## src/rtl/jtkunio_objscan.sv

```systemverilog
// Per-line sprite scanner: after each hs rising edge it walks the object table and
// hands every sprite that intersects line vrender to the drawer over valid/ready.
//
// state | meaning
// IDLE  | after reset, waiting for the first hs edge
// RD0   | word 2n addressed
// RD1   | word 2n+1 addressed, word 2n arriving
// CHK   | word 2n+1 arriving, entry evaluated
// ISSUE | draw request presented, waiting for dr_ready
// DONE  | table finished or request budget used up
module jtkunio_objscan #(
    parameter int OBJS   = 128,
    parameter int MAXOBJ = 32
) (
    input  logic        rst,
    input  logic        clk,
    input  logic        hs,
    input  logic [8:0]  vrender,
    input  logic        flip,
    output logic [9:0]  scan_addr,
    input  logic [15:0] scan_dout,
    output logic        dr_valid,
    input  logic        dr_ready,
    output logic [9:0]  dr_code,
    output logic [7:0]  dr_xpos,
    output logic [3:0]  dr_ysub,
    output logic        dr_hflip,
    output logic [2:0]  dr_pal,
    output logic        scan_done
);

    typedef enum logic [2:0] {IDLE, RD0, RD1, CHK, ISSUE, DONE} state_t;

    state_t      state, state_nx;
    logic        hs_d, hs_rise;
    logic [8:0]  n, n_inc;
    logic [9:0]  hits, hits_inc;
    logic [15:0] word0;
    logic        last, hit, tall;
    logic [7:0]  obj_y, obj_x, attr, code;
    logic [7:0]  vf, dy, h, row;
    logic        unused_bits;

    assign unused_bits = ^{vrender[8], row[7:5]};

    assign hs_rise  = hs & ~hs_d;
    assign n_inc    = n + 9'd1;
    assign hits_inc = hits + 10'd1;
    assign last     = (n == 9'(OBJS - 1));

    // word0 was latched in RD1; word1 is on scan_dout during CHK
    assign obj_y = word0[7:0];
    assign attr  = word0[15:8];
    assign code  = scan_dout[7:0];
    assign obj_x = scan_dout[15:8];
    assign tall  = attr[1];
    assign vf    = vrender[7:0] ^ {8{flip}};
    assign dy    = vf - obj_y;
    assign h     = tall ? 8'd32 : 8'd16;
    assign hit   = attr[0] & (dy < h);
    assign row   = flip ? (h - 8'd1 - dy) : dy;

    always_ff @(posedge clk) begin
        if (rst) state <= IDLE;
        else     state <= state_nx;
    end

    always_comb begin
        state_nx = state;
        if (hs_rise) begin
            state_nx = RD0;
        end else begin
            case (state)
                RD0:   state_nx = RD1;
                RD1:   state_nx = CHK;
                CHK: begin
                    if (hit)       state_nx = ISSUE;
                    else if (last) state_nx = DONE;
                    else           state_nx = RD0;
                end
                ISSUE: begin
                    if (dr_ready) begin
                        if (hits_inc == 10'(MAXOBJ) || last) state_nx = DONE;
                        else                                 state_nx = RD0;
                    end
                end
                default: state_nx = state;
            endcase
        end
    end

    always_ff @(posedge clk) begin
        if (rst) begin
            hs_d      <= 1'b0;
            n         <= '0;
            hits      <= '0;
            word0     <= '0;
            scan_addr <= '0;
            dr_valid  <= 1'b0;
            dr_code   <= '0;
            dr_xpos   <= '0;
            dr_ysub   <= '0;
            dr_hflip  <= 1'b0;
            dr_pal    <= '0;
            scan_done <= 1'b1;
        end else begin
            hs_d <= hs;
            if (hs_rise) begin
                // restart drops any pending request without a transfer
                n         <= '0;
                hits      <= '0;
                dr_valid  <= 1'b0;
                scan_done <= 1'b0;
                scan_addr <= '0;
            end else begin
                case (state)
                    RD0: scan_addr <= {n, 1'b1};
                    RD1: word0 <= scan_dout;
                    CHK: begin
                        if (hit) begin
                            dr_valid <= 1'b1;
                            dr_code  <= {attr[3:2], code} + {9'd0, row[4]};
                            dr_xpos  <= flip ? (8'd240 - obj_x) : obj_x;
                            dr_ysub  <= row[3:0];
                            dr_hflip <= attr[7] ^ flip;
                            dr_pal   <= attr[6:4];
                        end else begin
                            n <= n_inc;
                        end
                    end
                    ISSUE: begin
                        if (dr_ready) begin
                            dr_valid <= 1'b0;
                            hits     <= hits_inc;
                            n        <= n_inc;
                        end
                    end
                    default: ;
                endcase
                if (state_nx == RD0 && (state == CHK || state == ISSUE))
                    scan_addr <= {n_inc, 1'b0};
                if (state_nx == DONE)
                    scan_done <= 1'b1;
            end
        end
    end

endmodule
```

## config.mk

```make
export PLATFORM = sky130hd
export DESIGN_NAME = jtkunio_objscan
export DESIGN_NICKNAME = d
export VERILOG_FILES = /design/src/rtl/jtkunio_objscan.sv
export SDC_FILE = /design/constraint.sdc
export NUM_CORES = 1
export LEC_CHECK = 0
export CAP_MARGIN = 20
export CORE_UTILIZATION = 30
export DETAILED_ROUTE_END_ITERATION = 16
export SYNTH_ARGS = -nofsm -noshare
export SYNTH_HDL_FRONTEND = slang
export SYNTH_SLANG_ARGS = --single-unit
export TNS_END_PERCENT = 100
```

## constraint.sdc

```tcl
create_clock -name clk -period 4.65 [get_ports clk]
set_input_delay 0.465 -clock clk [delete_from_list [all_inputs] [get_ports clk]]
set_output_delay 0.465 -clock clk [all_outputs]
set_load 0.02 [all_outputs]
```

==> impl_metrics.py <==
metrics = {
    "power": {
        "peakVddDrop_mv": 0.1536,
        "fin_total_pwr_mw": 1.656,
        "p_leak_nw": 1.824,
        "power_density_nw_per_um2": 316.9,
    },
    "floorplan": {
        "core_area_um2": 13300,
        "ioPinCount": 68,
        "start_util_pct": 30.93,
        "die-area_um2": 14180,
        "die_w_um": 119.1,
        "die_h_um": 119.1,
        "num_rows": 42,
    },
    "layout": {
        "fill_cells": 1370,
        "num-nets-final": 589,
        "drive_above_1_share_pct": 5.292,
        "final_cell_mix": "dfxtp_1 (77), clkdlybuf4s50_1 (65), nor2_1 (64)",
        "num_antenna_cells": 0,
        "mostFrequentLayoutCell": "dfxtp_1",
        "area_growth_pct": 27.08,
        "finish.utilization_pct": 39.31,
    },
    "worst_setup_path": {
        "path_cells": "clkdlybuf4s50_1, xor2_1, ha_1, a21oi_1, o21ai_0, nand2_1, nand2_1, a21oi_1, xnor2_1, ha_1, nor2b_1, nor3b_1, o2111a_1, nand3_2, o211ai_1, and2_1, a22o_1",
        "cp-startpoint": "flip",
        "critPathMaxFanout": 12,
        "worstSetupPathType": "input pin to register",
        "crit_path_max_incr_delay_ns": 0.60,
        "cp-start-kind": "input pin",
        "timing.rr.start": "word0[2]",
        "crit_arrival_ns": 4.36,
        "end_kind": "register",
        "cp.required_ns": 4.93,
        "slowest_stage": "clkdlybuf4s50_1",
    },
    "clock_network": {
        "hold_buffers": 0,
        "path_clk_slew_ns": 0.06,
        "cts_resized": 0,
        "ctsRootBufferMaster": "clkbuf_16",
        "insertion_delay_ns": 0.34,
        "cts_sinks": 77,
        "post_cts_buffers": 0,
        "numCtsBuffers": 9,
        "ctsHtreeMaxLevel": 3,
        "cts_buffer_depth": 2,
        "cts_tree": "yes",
    },
    "logic_synthesis": {
        "synthSimpleGateAreaFrac_pct": 23.00,
        "synth_compound_area_share_pct": 15.82,
        "syn_area_um2": 4113,
        "yosys.area_share.adder_pct": 5.050,
        "synth-xor-area-share_pct": 11.29,
        "ys_warn_count": 0,
        "async_reset_ff_share_pct": 0,
        "synth.yosys.seq_area_share_pct": 37.48,
        "synth-seq-cells": 77,
        "synth_top_family_by_area": "simple AND/OR/NAND/NOR gates",
        "synth_area_leaders": "dfxtp_1 (37%), nor2_1 (5.8%), xor2_1 (5.7%)",
        "synth_top_area_share_pct": 37.48,
        "synth_nets": 538,
        "yosys.area.top_type": "dfxtp_1",
        "synthMuxAreaShare_pct": 3.164,
        "ys_types": 52,
        "synth_ff_type": "dfxtp_1",
        "syn_avg_cell_area_um2": 8.359,
        "synth_edf_count": 0,
        "syn_inst": 492,
    },
    "placement": {
        "hpwl_mm": 7.100,
        "io_buffer_count": 66,
        "gp_congestion": 0.8339,
    },
    "drt": {
        "dr.max_layer_used": "met4",
        "wl_per_cell_um": 13.26,
        "via_count": 3519,
        "drtPass1Iterations": 4,
        "drt_iter0_drc": 207,
        "met3WireLength_um": 364,
        "routed_via_density": 4.860,
        "wl_met1_mm": 4.396,
        "route.detailed.drc": 0,
        "wl_mm": 9.601,
        "detail-route-antenna-nets": 0,
        "wl_met2_mm": 4.679,
    },
    "timing": {
        "fin_crit_ns": 4.085,
        "rsz0062_at_grt": "false",
        "hold_ws_ns": 0.4570,
        "worst_pin_slew_ns": 0.9901,
        "relSlewSlack_pct": 34.00,
        "finalHoldViolations": 0,
        "fin_crit_sh_pct": 87.84,
        "finClkSkew_ns": 0.007216,
        "setup_violations": 0,
        "timing.setup.tns_ns": 0,
        "fmax_ghz": 0.2448,
        "slew_viol_final": 0,
    },
    "global_route": {
        "grt_usage_pct": 14.56,
        "first_global_vias": 3525,
        "antenna_found_initial": 0,
        "grt_first_pass_wirelength_mm": 16.64,
        "grt-ovfl-total": 0,
        "grt_max_degree": 49,
    },
    "status": {
        "status": "finished clean",
    },
    "run": {
        "maxCapViolations": 0,
    },
    "min_path": {
        "hp-start": "word0[4]",
        "hold_class": "register to register",
    },
}
## cell type report
type	count	area (µm²)	share of cell area, %
repair buffers	69	690.7	13.22
clock buffers	12	256.5	4.908
well taps	176	220.2	4.214
multi-input cells	373	2399	45.89
flip-flops and latches	77	1541	29.49
clock inverters	4	70.07	1.341
inverters	13	48.80	0.9337
## registers in the layout, summed over array words and instances, names as in the netlist
register,flops
dr_pal,3
scan_done,1
hs_d,1
scan_addr,10
dr_code,10
state,3
dr_xpos,8
n,9
dr_hflip,1
word0,16
hits,10
dr_ysub,4
dr_valid,1
## path summary, 6_finish.rpt
check	end	cells after the start	slack, ns
worst min register to register	word0[4]	2	0.46
worst max register to register	scan_addr[6]	16	1.08
worst max-delay path	scan_addr[6]	17	0.57
worst min-delay path	word0[4]	2	0.46
## synth_stat cells (all sizes together), types with 8 or more instances
cell and instances:
xnor2 26, nor2 64, ha 15, nor3 8, and3 15, o21ai 10, nor2b 11, inv 13
xor2 27, a211oi 18, clkbuf 18, a21oi 25, mux2i 13, dfxtp 77, nand2 62, nand3 23
buf 11
## layer usage
metal | track usage (%) | up-vias
met5 | 0 | -
met4 | 5.934 | 0
met3 | 2.730 | 14
met2 | 24.85 | 66
met1 | 17.89 | 1645
li1 | - | 1794
## cells by family (layout without fill, tap and decap cells)
logic type | count (synthesis) | after routing
and+or+nand+nor | 199 | 199
AOI/OAI and AO/OA | 92 | 92
DFF | 77 | 77
xor gates and xnor gates | 53 | 53
buffers and inverters | 42 | 98
adders and majority gates | 16 | 16
muxes | 13 | 13
## where the power goes
group          switching [mW]  total, mW  internal (mW)  leakage (nW)
clock network           0.270      0.768          0.498         0.163
logic                   0.118      0.211         0.0928          1.04
registers             0.00924      0.678          0.668         0.622
## metrics by stage
step	std cells	instance area, µm²	worst slack [ns]
after detailed placement	708	4900	0.2285
after CTS	724	5226	0.5668
after global routing	724	5226	0.2315
final	724	5226	0.5654
after global placement	708	4900	0.3930
after floorplan	492	4113	0.5983
## worst max-delay path: cells and delay by family
| kind | cells | cell delay, ns |
|---|---|---|
| and+or+nand+nor | 6 | 1.04 |
| xor gates and xnor gates | 2 | 0.36 |
| buffers and inverters | 1 | 0.60 |
| adders and majority gates | 2 | 0.55 |
| AOI/OAI and AO/OA | 6 | 1.35 |
(Power assumes the default switching activity.)
